[config.mk]
export PLATFORM = sky130hd
export DESIGN_NAME = ftdi_fifo_avalon_st_instream
export DESIGN_NICKNAME = d
export VERILOG_FILES = /design/src/rtl/ftdi_fifo_avalon_st_instream.sv
export SDC_FILE = /design/constraint.sdc
export NUM_CORES = 1
export LEC_CHECK = 0
export ABC_CLOCK_PERIOD_IN_PS = 2260
export CAP_MARGIN = 20
export CORE_ASPECT_RATIO = 0.8
export CORE_MARGIN = 5
export CORE_UTILIZATION = 29
export CTS_CLUSTER_DIAMETER = 60
export DETAILED_ROUTE_END_ITERATION = 7
export PLACE_DENSITY_LB_ADDON = 0.2
export SETUP_SLACK_MARGIN = 0.3
export SLEW_MARGIN = 20
export SYNTH_ARGS = -nofsm -noshare
export SYNTH_HDL_FRONTEND = slang
export SYNTH_SLANG_ARGS = --single-unit
[constraint.sdc]
create_clock -name clk -period 2.26 [get_ports clk]
set_input_delay 0.565 -clock clk [delete_from_list [all_inputs] [get_ports clk]]
set_output_delay 0.565 -clock clk [all_outputs]
set_load 0.01 [all_outputs]
[src/rtl/ftdi_fifo_avalon_st_instream.sv]
// FTDI FIFO read-side bridge: pulls bytes with a timed RD_n strobe and presents them as Avalon-ST beats.
// Optional macro FTDI_RXF_SYNC_EN adds a two-flop synchronizer on iFIFO_RXF_n.
module ftdi_fifo_avalon_st_instream #(
  parameter int unsigned RD_PULSE_CYCLES  = 4,
  parameter int unsigned PRECHARGE_CYCLES = 3
) (
  input  logic       clk,
  input  logic       rst,
  input  logic       iFIFO_RXF_n,
  output logic       oFIFO_RD_n,
  input  logic [7:0] iFIFO_DATA,
  output logic       oFIFO_OE_n,
  output logic       oST_VALID,
  input  logic       iST_READY,
  output logic [7:0] oST_DATA
);

  typedef enum logic [2:0] {
    ST_IDLE       = 3'd0,
    ST_WAIT_RXF   = 3'd1,
    ST_RD_PULSE   = 3'd2,
    ST_PRECHARGE  = 3'd3,
    ST_HOLD_VALID = 3'd4
  } state_t;

  // Counters are loaded with N-1 so that the state lasts exactly N cycles.
  localparam logic [3:0] PULSE_LOAD = 4'(RD_PULSE_CYCLES - 1);
  localparam logic [3:0] PRE_LOAD   = 4'(PRECHARGE_CYCLES - 1);

  state_t     state_q;
  logic [3:0] cnt_q;
  logic       rd_n_q;
  logic       valid_q;
  logic [7:0] data_q;
  logic       rxf_n_s;
  logic       handshake_s;

`ifdef FTDI_RXF_SYNC_EN
  logic rxf_meta_q;
  logic rxf_sync_q;

  // Two-flop synchronizer; idles at 1 so reset never looks like a non-empty FIFO.
  always_ff @(posedge clk or negedge rst) begin
    if (!rst) begin
      rxf_meta_q <= 1'b1;
      rxf_sync_q <= 1'b1;
    end else begin
      rxf_meta_q <= iFIFO_RXF_n;
      rxf_sync_q <= rxf_meta_q;
    end
  end

  assign rxf_n_s = rxf_sync_q;
`else
  assign rxf_n_s = iFIFO_RXF_n;
`endif

  assign handshake_s = valid_q & iST_READY;

  // Read-sequencing FSM with its counter and all registered outputs.
  always_ff @(posedge clk or negedge rst) begin
    if (!rst) begin
      state_q <= ST_IDLE;
      cnt_q   <= 4'd0;
      rd_n_q  <= 1'b1;
      valid_q <= 1'b0;
      data_q  <= 8'h00;
    end else begin
      if (handshake_s) begin
        valid_q <= 1'b0;
      end
      case (state_q)
        ST_IDLE: begin
          rd_n_q  <= 1'b1;
          valid_q <= 1'b0;
          state_q <= ST_WAIT_RXF;
        end
        ST_WAIT_RXF: begin
          if (!rxf_n_s) begin
            rd_n_q  <= 1'b0;
            cnt_q   <= PULSE_LOAD;
            state_q <= ST_RD_PULSE;
          end
        end
        ST_RD_PULSE: begin
          if (cnt_q == 4'd0) begin
            rd_n_q  <= 1'b1;
            data_q  <= iFIFO_DATA;
            valid_q <= 1'b1;
            cnt_q   <= PRE_LOAD;
            state_q <= ST_PRECHARGE;
          end else begin
            cnt_q <= cnt_q - 4'd1;
          end
        end
        ST_PRECHARGE: begin
          // A handshake on the expiry edge itself also counts as a finished beat.
          if (cnt_q == 4'd0) begin
            if (valid_q && !handshake_s) begin
              state_q <= ST_HOLD_VALID;
            end else begin
              state_q <= ST_WAIT_RXF;
            end
          end else begin
            cnt_q <= cnt_q - 4'd1;
          end
        end
        ST_HOLD_VALID: begin
          rd_n_q <= 1'b1;
          if (handshake_s) begin
            state_q <= ST_WAIT_RXF;
          end
        end
        default: begin
          state_q <= ST_IDLE;
          cnt_q   <= 4'd0;
          rd_n_q  <= 1'b1;
          valid_q <= 1'b0;
        end
      endcase
    end
  end

  assign oFIFO_RD_n = rd_n_q;
  assign oFIFO_OE_n = 1'b1;
  assign oST_VALID  = valid_q;
  assign oST_DATA   = data_q;

endmodule

# After elaboration in Yosys (flattened, before gate mapping)
# Index checks and enable logic that the tools add are counted.
dict set report word_totals {
  ff_bits 17
  inputBits 12
  out_inout_bits 11
  elab_cells 44
}
dict set report classes {
  addsub 1
  n_eq_ne 9
  muxes 16
  bitwise_logic 3
  reduce_logical 10
}
# operator count
set op_table {}
lappend op_table {{$pmux W4 S4} 1}
lappend op_table {{$mux W3} 5}
lappend op_table {{$pmux W3 S5} 1}
lappend op_table {{$mux W4} 3}
lappend op_table {{$ne A2 B2 Y1 const B} 5}
lappend op_table {{$eq A3 B2 Y1 const B} 2}
lappend op_table {{$reduce_and A3 Y1} 2}
lappend op_table {{$logic_not A4 Y1} 1}
lappend op_table {{$mux W1} 4}
lappend op_table {{$reduce_and A4 Y1} 1}
lappend op_table {{$sub A4 B1 Y4 const B} 1}
lappend op_table {{$eq A3 B1 Y1 const B} 1}
lappend op_table {{$eq A3 B3 Y1 const B} 1}
lappend op_table {{$logic_not A3 Y1} 1}
lappend op_table {{$pmux W1 S3} 1}
lappend op_table {{$reduce_or A3 Y1} 1}
lappend op_table {{$not A1 Y1} 2}
lappend op_table {{$pmux W1 S2} 1}
lappend op_table {{$reduce_and A2 Y1} 1}
lappend op_table {{$reduce_or A2 Y1} 1}
lappend op_table {{$and A1 B1 Y1} 1}
lappend op_table {{$logic_and A1 B1 Y1} 1}
lappend op_table {{$logic_not A1 Y1} 1}

# Depth between registers and ports, before layout
# Gate-level depths: netlist of the first run.
dict set report logic_depth {
  ltp_word 6
  mapped_depth 7
  ltp_nobuf 6
}

# Least setup slack after synthesis of the first run
# No wires, ideal clock.
dict set report synth_timing {
  path_kind {reg2reg}
  from {register cnt_q[0]}
  to {register data_q[0], in the netlist oST_DATA[0]}
  setup_time_ns 0.125
  arrival_ns 1.605
  required_time_ns 2.135
  slack_ns 0.530
  path_stages_with_launch 8
  n_path_buf 1
  period_less_slack_ns 1.730
  cell_sequence {dfrtp_1 inv_1 ha_1 or3b_1 buf_6 nor2_8 nand2_8 mux2_4}
}
dict set report synth_between {
  elab_chain_len 2
}
# element line_no
set synth_lines {}
lappend synth_lines {{start: declaration} 31} ;# logic [3:0] cnt_q;
lappend synth_lines {{start signal: assignment} 93} ;# cnt_q <= cnt_q - 4'd1;
lappend synth_lines {{start signal: assignment} 105} ;# cnt_q <= cnt_q - 4'd1;
lappend synth_lines {{$logic_not A4 Y1} 86} ;# if (cnt_q == 4'd0) begin
lappend synth_lines {{$reduce_and A2 Y1 (no line)} n/a}
lappend synth_lines {{end signal: assignment} 88} ;# data_q <= iFIFO_DATA;
lappend synth_lines {{end: declaration} 34} ;# logic [7:0] data_q;
# Every way passes these cells.
# A chain may end at the register's enable or synchronous reset.

# Worst setup path in the final report of the first run
dict set report layout_timing {
  from {register rd_n_q, in the netlist oFIFO_RD_n}
  to {output port oFIFO_RD_n}
}
# element line_no
set layout_lines {}
lappend layout_lines {{start: declaration} 32} ;# logic rd_n_q;
lappend layout_lines {{start signal: assignment} 65} ;# rd_n_q <= 1'b1;
lappend layout_lines {{start signal: assignment} 74} ;# rd_n_q <= 1'b1;
lappend layout_lines {{start signal: assignment} 80} ;# rd_n_q <= 1'b0;
lappend layout_lines {{end: declaration} 10} ;# output logic oFIFO_RD_n,
# No word-level cell between the ends.

==> key figures, run 1 <==
Setup path
  – Cell family with most CP delay: flip-flops
  – CP max-delay cell: dfstp_2
  – Delay of the slowest cell on the worst path: between 500 and 600 ps
  – CP Capture Type: primary output
  – Critical path class: flip-flop to primary output
  – CP Cell Sequence: clkdlybuf4s50_1
  – Critical path launch point type: flip-flop
  – Crit path max fanout: 3
  – Buffers plus inverters on the worst setup path: 1
  – Worst endpoint required time: 1690 ps
  – Arrival @ worst endpoint: ~1300 ps

Routing
  – DRC: 0
  – ANT nets after route: 0
  – DRT Pass-1 Iters: 4
  – Post-Route WL: 1790 um
  – DR vias/cell: 4.62
  – Via count: ~660
  – Wire per inst: ~13 um
  – Starting DRC count in detailed routing: 18

Yosys
  – Yosys reg bits: 17
  – Netlist cell types: 36
  – Cell Area, Synth: between 900 and 1000 um^2
  – Yosys warning total: 0
  – Syn_nets: 95
  – Sequential area share after synthesis: 46.9%
  – Gate Count Post-Synth: between 80 and 90
  – Mean Syn Cell Area: ~11 um^2

Timing
  – Tmin final: 1890 ps
  – RSZ-0062 raised after global routing: no
  – Fin crit share: 83.4%
  – Fin. Hold Viols: 0
  – F_max: about 530 MHz
  – Setup total negative slack: 0 ps
  – Final setup fails: 0
  – Final max-slew violation count: 0
  – Worst Hold Slack: between 500 and 600 ps
  – Worst clock skew: 4.73 ps

Run
  – Max-Cap Viols: 0

GRT
  – Total gr overflow: 0
  – Vias in the first global route: 596
  – Initial antenna violation count: 0
  – Largest net degree at the start of global routing: 18
  – Overall Global Routing Usage: about 9%
  – First-pass GRT wire length: 2910 um

Clocking
  – Worst skew pair latency: 250 ps
  – Hold Buf Count CTS: 0
  – H-tree depth: 1
  – Clock net sink count: 17
  – CTS clock-pin slew for the worst setup and hold paths: around 70 ps
  – Post_cts resized: 0
  – Post-CTS Setup Inserts: 0
  – CTS tree: done
  – Num CTS Buffers: 3
  – Root buffer cell: clkbuf_8
  – CTS Buffer Depth: 2

Cells and area
  – Most common cell after layout, fill and taps aside: clkdlybuf4s50_1
  – Most frequent cells in the layout: clkdlybuf4s50_1, dfrtp_1, mux2_4
  – Ratio of cells with drive above 1 in the final layout: about 17%
  – Area Overhead vs Synth: 31.2%
  – Fin nets: 117
  – Ant diodes: 0

Min path
  – HP Class: flip-flop to flip-flop

Outcome
  – Outcome: finished clean

Die
  – I/O pin cnt: 23
  – Starting Density: approximately 30%
  – Cell Rows: 18
  – Die width: 72.6 um
  – Die Footprint: about 4400 um^2
  – Die H: around 60 um
  – CORE AREA: 3040 um^2

Pwr
  – Power Dens Cells: 1290 nW/um^2
  – Max VDD drop: 637 uV
  – LEAKAGE: 0.530 nW

Place
  – PortBufs: 21
  – DP HPWL: 1370 um
  – Routability Congestion: 0.775
## stage by stage
step | power, mW | setup WS, ps | area, um^2 | utilization, % | cells
floorplan | 1.05 | 530 | 910 | - | 81
CTS | 1.55 | 352 | 1190 | 39.2 | 142
global placement | 1.32 | 409 | 1150 | 37.7 | 138
global route | 1.66 | 318 | 1190 | 39.3 | 142
detailed placement | 1.32 | 370 | 1150 | 37.7 | 138
finish | 1.54 | 375 | 1190 | 39.3 | 142
## state kept, by name, summed over array words and instances (netlist names)
register	count
oST_DATA	8
cnt_q	4
state_q	3
oFIFO_RD_n	1
oST_VALID	1
## Yosys cell counts
library cell / n / share of area [%]
mux2i_1: 1 / 1.1
nor2_8: 1 / 2.2
buf_2: 1 / 0.55
o41ai_1: 1 / 0.96
a2bb2oi_1: 1 / 0.96
conb_1: 1 / 0.41
or2b_1: 1 / 0.83
inv_1: 2 / 0.83
nor2_1: 3 / 1.2
o32ai_1: 1 / 0.96
nand2_1: 6 / 2.5
nand3b_1: 1 / 0.83
nand2_8: 1 / 2.2
buf_6: 1 / 1.2
mux2_4: 8 / 13
o211a_1: 1 / 1.1
ha_1: 2 / 2.8
dfstp_2: 1 / 2.9
a22oi_1: 1 / 0.83
o21ai_1: 2 / 1.1
o22ai_1: 1 / 0.69
o311ai_1: 1 / 0.96
o21ai_0: 7 / 3.9
nor3_1: 1 / 0.55
a31oi_1: 1 / 0.69
nand2b_1: 2 / 1.4
o21bai_1: 1 / 0.83
or3b_1: 1 / 0.96
inv_2: 1 / 0.41
nor2b_1: 2 / 1.4
or3_1: 1 / 0.69
a21oi_1: 3 / 1.7
dfrtp_1: 16 / 44
clkbuf_1: 2 / 0.83
buf_4: 1 / 0.83
nand3_1: 3 / 1.7
## kinds of logic (layout without fill, tap and decap cells)
kind of cell | count (synthesis) | count (layout) | synth area share, %
simple gates | 23 | 23 | 16.4
compound gates | 21 | 21 | 14.6
flops | 17 | 17 | 46.9
mux | 9 | 9 | 14.3
buf+inv | 8 | 29 | 4.68
fa+ha+maj | 2 | 2 | 2.75
other cells | 1 | 1 | 0.412
## metal layers
layer | wire [um] | share of wire, % | vias to the layer above | global-route usage [%]
li1 | - | - | 326 | -
met1 | 818 | 46 | 311 | 11.9
met2 | 835 | 47 | 17 | 12.6
met3 | 120 | 6.7 | 2 | 4.20
met4 | 17 | 0.95 | 0 | 3.16
met5 | 0 | 0 | - | 0
## where the power goes
| part | leakage [nW] | switching (mW) | total [mW] | internal (mW) |
|---|---|---|---|---|
| Clock | 0.0228 | 0.0976 | 0.223 | 0.125 |
| Sequential | 0.202 | 0.127 | 0.576 | 0.449 |
| Combinational | 0.305 | 0.314 | 0.737 | 0.423 |
## worst paths after layout
check | from | end | slack (ps) | cells past startpoint
setup / recovery | oFIFO_RD_n$_DFFE_PN1P_ | oFIFO_RD_n | 370 | 1
min in group asynchronous | rst | oST_DATA[1]$_DFFE_PN0P_ | 640 | 2
hold reg to reg | oST_DATA[6]$_DFFE_PN0P_ | oST_DATA[6]$_DFFE_PN0P_ | 510 | 1
hold / removal | oST_DATA[6]$_DFFE_PN0P_ | oST_DATA[6]$_DFFE_PN0P_ | 510 | 1
max in group asynchronous | rst | oFIFO_RD_n$_DFFE_PN1P_ | 1370 | 2
setup reg to reg | cnt_q[0]$_DFFE_PN0P_ | oST_DATA[3]$_DFFE_PN0P_ | 450 | 6
## layout make-up
type	instances	area, um^2
multi-input combinational	56	443
inverter	3	11.3
tap	40	50.0
fill	292	1850
clock buffer	4	45.0
timing repair buffer	22	218
sequential	17	427
No activity file was read; power rests on OpenSTA's default activity.
==> run 2: changes to the inputs <==
ABC_CLOCK_PERIOD_IN_PS = 1900   (was 2260)
clock period = 1.9 ns   (was 2.26 ns; I/O delays follow)
==> key figures, run 2 (synthesis gave the netlist of run 1 again) <==
Timing
  – Final max-slew violation count: 0 (unchanged)
  – Tmin final: 1640 ps
  – Fin crit share: a little under nine tenths
  – F_max: 610 MHz
  – Final setup fails: 0 (unchanged)
  – Worst clock skew: 3.37 ps (-1.36 ps)
  – RSZ-0062 raised after global routing: yes
  – Fin. Hold Viols: 0 (unchanged)
  – Setup total negative slack: 0 ps (unchanged)

GRT
  – Largest net degree at the start of global routing: 18 (unchanged)
  – Initial antenna violation count: 0 (unchanged)
  – Vias in the first global route: 661 (+11%)
  – Overall Global Routing Usage: 9.60% (+0.65 points)
  – First-pass GRT wire length: 3120 um (+7.1%)
  – Total gr overflow: 0 (unchanged)

Pwr
  – Post-route total power: 1.86 mW (+21%)
  – LEAKAGE: 0.582 nW (+9.8%)
  – Max VDD drop: 499 uV (-22%)
  – Power Dens Cells: 1490 nW/um^2 (+16%)

Cells and area
  – FF+latch area: 427 um^2 (unchanged)
  – Multi-input gate area: 467 um^2 (+5.4%)
  – Largest register FFs: 8 (unchanged)
  – Area Overhead vs Synth: 37.4%
  – Fillcell total: 306 (+4.8%)
  – Most frequent cells in the layout: dfrtp_1, clkdlybuf4s50_1, dlygate4sd2_1
  – Ratio of cells with drive above 1 in the final layout: 25.9% (+9.3 points)
  – Ant diodes: 0 (unchanged)
  – Most common cell after layout, fill and taps aside: dfrtp_1
  – Fin nets: 123 (+5.1%)

Routing
  – DRT Pass-1 Iters: 4 (unchanged)
  – Via count: 691 (+5.3%)
  – Wire per inst: 13.1 um (+3.9%)
  – Starting DRC count in detailed routing: 22 (+4)
  – ANT nets after route: 0 (unchanged)
  – Post-Route WL: 1940 um (+8.3%)
  – DR vias/cell: 4.67 (+1.1%)
  – DRC: 0 (unchanged)

Outcome
  – Outcome: finished clean

Clocking
  – CTS clock-pin slew for the worst setup and hold paths: 60 ps (about the same)
  – Clock net sink count: 17 (unchanged)
  – Root buffer cell: clkbuf_8
  – CTS tree: done
  – CTS Buffer Depth: 2 (unchanged)
  – Worst skew pair latency: 250 ps (about the same)
  – H-tree depth: 1 (unchanged)
  – Hold Buf Count CTS: 0 (unchanged)
  – Num CTS Buffers: 3 (unchanged)

Setup path
  – Critical path class: flip-flop to flip-flop
  – Arrival @ worst endpoint: 1770 ps (+450 ps)
  – Critical path launch point type: flip-flop
  – Crit path max fanout: 8 (+5)
  – Worst endpoint required time: 2030 ps (+340 ps)
  – CP Capture Type: flip-flop

Place
  – Routability Congestion: 0.722 (-6.9%)
  – PortBufs: 21 (unchanged)
  – DP HPWL: 1390 um (+1.6%)

Die
  – Die width: 72.6 um (unchanged)
  – Die H: 60.1 um (unchanged)
  – I/O pin cnt: 23 (unchanged)
  – Die Footprint: 4360 um^2 (unchanged)
  – Starting Density: 29.9% (unchanged)
  – CORE AREA: 3040 um^2 (unchanged)
  – Cell Rows: 18 (unchanged)

Min path
  – HP Class: flip-flop to flip-flop

Run
  – Max-Cap Viols: 0 (unchanged)
run 2: per-layer routing:
metal / GRT usage (%) / wire (um)
met3: 3.53 / 73
met5: 0 / 0
met4: 4.74 / 47
met2: 13.4 / 880
met1: 13.0 / 939
run 2: through the flow:
stage          instances  hold WS (ps)  setup slack (ps)  utilization (%)  instance area, um^2
2_1_floorplan         81           179               198                -                  910
3_3_place_gp         141           489               160             38.4                 1170
3_5_place_dp         141           489               124             38.4                 1170
4_1_cts              148           499               234             40.5                 1230
5_1_grt              148           514               205             41.1                 1250
6_report             148           500               260             41.1                 1250
run 2: final timing paths:
check | start | endpoint | slack (ps) | cells after the start
worst max-delay path | cnt_q[1]$_DFFE_PN0P_ | oST_DATA[6]$_DFFE_PN0P_ | 260 | 6
worst min-delay path | cnt_q[3]$_DFFE_PN0P_ | cnt_q[3]$_DFFE_PN0P_ | 500 | 1
worst max register to register | cnt_q[1]$_DFFE_PN0P_ | oST_DATA[6]$_DFFE_PN0P_ | 260 | 6
worst min register to register | cnt_q[3]$_DFFE_PN0P_ | cnt_q[3]$_DFFE_PN0P_ | 500 | 1
max in group asynchronous | rst | oFIFO_RD_n$_DFFE_PN1P_ | 1100 | 2
min in group asynchronous | rst | state_q[2]$_DFFE_PN0P_ | 540 | 2
run 2: power breakdown:
group / total (mW) / internal (mW) / switching (mW)
combinational: 0.947 / 0.489 / 0.458
clock: 0.265 / 0.149 / 0.116
sequential: 0.650 / 0.535 / 0.116
run 2: what timing repair did:
| action | in CTS | in global routing |
|---|---|---|
| gates resized for setup | 14 | 3 |
| setup endpoints to repair | 27 | 15 |
| endpoints found under the hold margin | 0 | 0 |
| setup buffers | 3 | 0 |
| pin swaps | 1 | 2 |
| gates cloned | 0 | 0 |
run 2: cell type report:
class                      instances  area share [%]
inverter                           3           0.901
sequential                        17            34.1
timing repair buffer              28            20.0
tap                               40            4.00
multi-input combinational         56            37.3
clock buffer                       4            3.60
run 2: worst max-delay path: stages (launching register included):
cell	delay, ps
dfrtp_1	390
inv_2	90
ha_4	120
or3b_4	400
nor2_8	130
nand2_8	100
mux2_4	310
==> run 3: changes to the inputs <==
DONT_BUFFER_PORTS = 1   (was not set)
GPL_ROUTABILITY_DRIVEN = 0   (was not set)
TNS_END_PERCENT = 20   (was not set)
==> key figures, run 3 (synthesis gave the netlist of run 1 again) <==
GRT
  – Total gr overflow: 0 (unchanged)
  – Largest net degree at the start of global routing: 17 (-1)
  – Vias in the first global route: 595 (-10%)
  – Initial antenna violation count: 0 (unchanged)
  – First-pass GRT wire length: 3150 um (+1.1%)
  – Overall Global Routing Usage: 9.49% (-0.11 points)

Setup path
  – Worst endpoint required time: 2040 ps (about the same)
  – Critical path class: flip-flop to flip-flop
  – Arrival @ worst endpoint: 1790 ps (+20 ps)
  – Critical path launch point type: flip-flop
  – Register-to-Register Path Depth: 6 (unchanged)
  – CP Capture Type: flip-flop
  – Crit path max fanout: 8 (unchanged)

Timing
  – RSZ-0062 raised after global routing: yes
  – Worst slew pin tran: just under 800 ps
  – Final max-slew violation count: 0 (unchanged)
  – F_max: 606 MHz (-0.63%)
  – Setup total negative slack: 0 ps (unchanged)
  – Fin. Hold Viols: 0 (unchanged)
  – Worst clock skew: 1.74 ps (-1.63 ps)
  – Relative slew margins: 48.2%
  – Tmin final: 1650 ps (+10.4 ps)
  – Final setup fails: 0 (unchanged)
  – Fin crit share: 86.8% (+0.55 points)

Pwr
  – Power Dens Cells: 1670 nW/um^2 (+12%)
  – Post-route total power: 1.72 mW (-7.7%)
  – Max VDD drop: 567 uV (+14%)
  – LEAKAGE: 0.475 nW (-18%)

Routing
  – Starting DRC count in detailed routing: 25 (+14%)
  – Via count: 614 (-11%)
  – Wire per inst: 15.7 um (+20%)
  – Post-Route WL: 1980 um (+2.3%)
  – DRT Pass-1 Iters: 4 (unchanged)
  – DRC: 0 (unchanged)
  – ANT nets after route: 0 (unchanged)
  – DR vias/cell: 4.87 (+4.4%)

Cells and area
  – Ant diodes: 0 (unchanged)
  – Multi-input gate area: 447 um^2 (-4.3%)
  – FF+latch area: 427 um^2 (unchanged)
  – Final core occ: 34.0% (-7.2 points)
  – Fin nets: 101 (-18%)
  – Most common cell after layout, fill and taps aside: dfrtp_1
  – Ratio of cells with drive above 1 in the final layout: 29.1% (+3.1 points)
  – Area Overhead vs Synth: 13.5%
  – Fillcell total: 305 (-0.33%)
  – Largest register FFs: 8 (unchanged)
  – Most frequent cells in the layout: dfrtp_1, mux2_4, o21ai_0

Die
  – CORE AREA: 3040 um^2 (unchanged)
  – Die width: 72.6 um (unchanged)
  – Cell Rows: 18 (unchanged)
  – I/O pin cnt: 23 (unchanged)
  – Starting Density: 29.9% (unchanged)
  – Die H: 60.1 um (unchanged)
  – Die Footprint: 4360 um^2 (unchanged)

Clocking
  – Num CTS Buffers: 3 (unchanged)
  – Clock net sink count: 17 (unchanged)
  – CTS Buffer Depth: 2 (unchanged)
  – Worst skew pair latency: 250 ps (about the same)
  – CTS clock-pin slew for the worst setup and hold paths: 70 ps (about the same)
  – Root buffer cell: clkbuf_8
  – CTS tree: done
  – H-tree depth: 1 (unchanged)

Run
  – Max-Cap Viols: 0 (unchanged)

Place
  – DP HPWL: 1360 um (-2.1%)
  – PortBufs: 0 (-100%)

Min path
  – HP Class: input port to async pin

Outcome
  – Outcome: finished clean
==> run 3: timing repair <==
item                       4_1_cts  5_1_grt
pin swaps                        1        0
hold endpoints to repair        16        0
hold buffers                     1        0
resized for setup                2        3
setup endpoints to repair       16       16
setup buffers                    2        0
==> run 3: power by group <==
part           internal [mW]  switching (mW)
sequential             0.535           0.194
clock                  0.145           0.125
combinational          0.363           0.356
==> run 3: cell type report <==
type                       count  area share [%]
multi-input combinational     56            43.3
sequential                    17            41.3
timing repair buffer           6            4.97
tap                           40            4.85
clock buffer                   3            4.00
inverter                       3            1.09
clock inverter                 1           0.485
==> run 3: path summary, 6_finish.rpt <==
check                                startpoint                 endpoint  slack (ps)
hold reg to reg            cnt_q[3]$_DFFE_PN0P_     cnt_q[3]$_DFFE_PN0P_         510
max in group asynchronous                   rst  oST_DATA[0]$_DFFE_PN0P_         670
setup reg to reg           cnt_q[0]$_DFFE_PN0P_  oST_DATA[3]$_DFFE_PN0P_         250
hold / removal                              rst   oFIFO_RD_n$_DFFE_PN1P_          60
min in group clk                  iFIFO_DATA[2]  oST_DATA[2]$_DFFE_PN0P_         370
setup / recovery           cnt_q[0]$_DFFE_PN0P_  oST_DATA[3]$_DFFE_PN0P_         250
==> run 3: per-layer routing <==
| metal | share of wire, % | GRT usage, % | vias to the layer above |
|---|---|---|---|
| met3 | 3.3 | 2.52 | 2 |
| li1 | - | - | 297 |
| met4 | 0.71 | 3.16 | 0 |
| met2 | 48 | 13.4 | 9 |
| met1 | 48 | 13.9 | 306 |
| met5 | 0 | 0 | - |
==> run 3: critical path: stages, from the launching register on <==
cell and delay [ps]:
dfrtp_1 390, inv_2 60, ha_1 130, or3b_4 410, nor2_8 130, nand2_8 100, mux2_4 310
==> run 3: per-stage QoR <==
step	cell area, um^2	setup WS (ps)	std cells	hold slack (ps)
CTS	1020	250	126	49.2
floorplan	910	198	81	179
global route	1030	191	126	41.8
detailed placement	951	151	119	180
finish	1030	250	126	58.8
global placement	951	176	119	180
==> RTL change: new RTL, flow settings as in run 3 <==
Encoding of `state_t`: now one-hot (5 bits for 5 states).
--- a/src/rtl/ftdi_fifo_avalon_st_instream.sv
+++ b/src/rtl/ftdi_fifo_avalon_st_instream.sv
@@ -15,12 +15,12 @@
   output logic [7:0] oST_DATA
 );
 
-  typedef enum logic [2:0] {
-    ST_IDLE       = 3'd0,
-    ST_WAIT_RXF   = 3'd1,
-    ST_RD_PULSE   = 3'd2,
-    ST_PRECHARGE  = 3'd3,
-    ST_HOLD_VALID = 3'd4
+  typedef enum logic [4:0] {
+    ST_IDLE       = 5'b00001,
+    ST_WAIT_RXF   = 5'b00010,
+    ST_RD_PULSE   = 5'b00100,
+    ST_PRECHARGE  = 5'b01000,
+    ST_HOLD_VALID = 5'b10000
   } state_t;
 
   // Counters are loaded with N-1 so that the state lasts exactly N cycles.
Check against the original RTL: no difference found for any inputs over 10 cycles, from zero or initial values and one cycle with rst low; not proved beyond that.
==> RTL change against run 3 <==
- critical path depth is 1 lower
- setup slack better by 61 ps
- fmax is 3.8% higher
- synthesized cell count is 4.9% higher
- area after synthesis is 15% higher
- total power is 16% higher
- core utilization is 1.6 points higher
- routed wire length is 11% higher
- sequential cell count is 2 higher
- cell area is 19% higher
- highest routed layer unchanged
==> RTL change: results (changes against run 3) <==
INFO  metric grt_max_degree = 18 (was 17)
INFO  metric groute.layer.met2.usage = 12.61% (was 13.37%)
INFO  metric dp.cells = 126 (was 119)
INFO  metric num_vias = 675 (was 614)
INFO  metric cp_max_fo = 6 (was 8)
INFO  metric grt_first_pass_wirelength = 3608 um (was 3153 um)
INFO  metric global_route.usage.met3 = 4.274% (was 2.521%)
INFO  metric met3_wl = 112 um (was 65 um)
INFO  metric ys_seq_area_share = 45.86% (was 46.91%)
INFO  metric synthesis.nets = 99 (was 95)
INFO  metric power.leakage = 0.5513 nW (was 0.4754 nW)
INFO  metric ys_top_cells_by_area = dfrtp_1, mux2_4, dfstp_2 (was dfrtp_1, mux2_4, o21ai_0)
INFO  metric worstReg2RegStart = cnt_q[1]$_DFFE_PN0P_ (was cnt_q[0]$_DFFE_PN0P_)
INFO  metric routed_wire_length_per_instance = 16.06 um (was 15.75 um)
INFO  metric multi_input_area = 571.8 um2 (was 446.7 um2)
INFO  metric ff_latch_area = 478.0 um2 (was 426.7 um2)
INFO  metric relSlewSlack = 46.54% (was 48.17%)
INFO  metric final_layout_size_suffix_gt1_share = 42.11% (was 29.07%)
INFO  metric max-vdd-ir-drop = 0.5583 mV (was 0.5673 mV)
INFO  metric outcome = finished, final reports clean (unchanged)
INFO  metric netlist_instances = 85 (was 81)
INFO  metric final_cells = 137 (was 126)
INFO  metric detailedPlace.worstSlack = 147.0 ps (was 151.5 ps)
INFO  metric met1_usage = 13.29% (was 13.88%)
INFO  metric fillerInstances = 336 (was 305)
INFO  metric arrival = 1770 ps (was 1790 ps)
INFO  metric synth.distinct_cells = 42 (was 36)
INFO  metric vias_in_the_first_global_route = 716 (was 595)
INFO  metric max_clock_freq = 629.3 MHz (was 606.1 MHz)
INFO  metric placement.cell_area = 1080 um2 (was 950.9 um2)
-- RTL change: repair_timing --
action,in CTS,in global routing
resized for setup,5,5
pin swaps,2,4
endpoints found under the setup margin,16,15
hold endpoints to repair,17,0
hold buffers,1,0
setup buffers,4,2
-- RTL change: report_power, final --
part | switching (mW) | internal, mW
sequential | 0.211 | 0.577
clock | 0.142 | 0.146
combinational | 0.433 | 0.479
-- RTL change: critical path: stages, from the launching register on --
cell and delay (ps):
dfrtp_1 390, inv_2 90, ha_4 130, or3b_4 430
o211ai_4 270, mux2i_1 210
-- RTL change: cells by family after synthesis --
logic type | after synthesis | synth area share (%)
AND/OR/NAND/NOR | 29 | 18.61
AO/OA/AOI/OAI | 18 | 15.37
adder cells (fa/ha/maj) | 2 | 2.401
buffers and inverters | 5 | 3.602
flip-flops | 19 | 45.86
XOR/XNOR | 2 | 1.681
other | 1 | 0.3598
multiplexers | 9 | 12.12
-- RTL change: final cells by class --
cell class	instances	share of cell area, %
clock buffers	3	3.367
clock inverters	1	0.4082
inverters	2	0.6122
multi-input cells	61	46.63
flip-flops and latches	19	38.98
well taps	42	4.286
repair buffers	9	5.714
-- RTL change: worst min-delay path by stage --
stage / startpoint / to / slack [ps] / cells after the start
floorplan: rst / cnt_q[0]$_DFFE_PN0P_ / 180 / 0
global placement: rst / state_q[2]$_DFFE_PN0P_ / 180 / 0
detailed placement: rst / oST_VALID$_DFF_PN0_ / 180 / 0
CTS: rst / oFIFO_RD_n$_DFFE_PN1P_ / 40 / 0
global route: rst / oFIFO_RD_n$_DFFE_PN1P_ / 30 / 0
finish: rst / oFIFO_RD_n$_DFFE_PN1P_ / 50 / 0
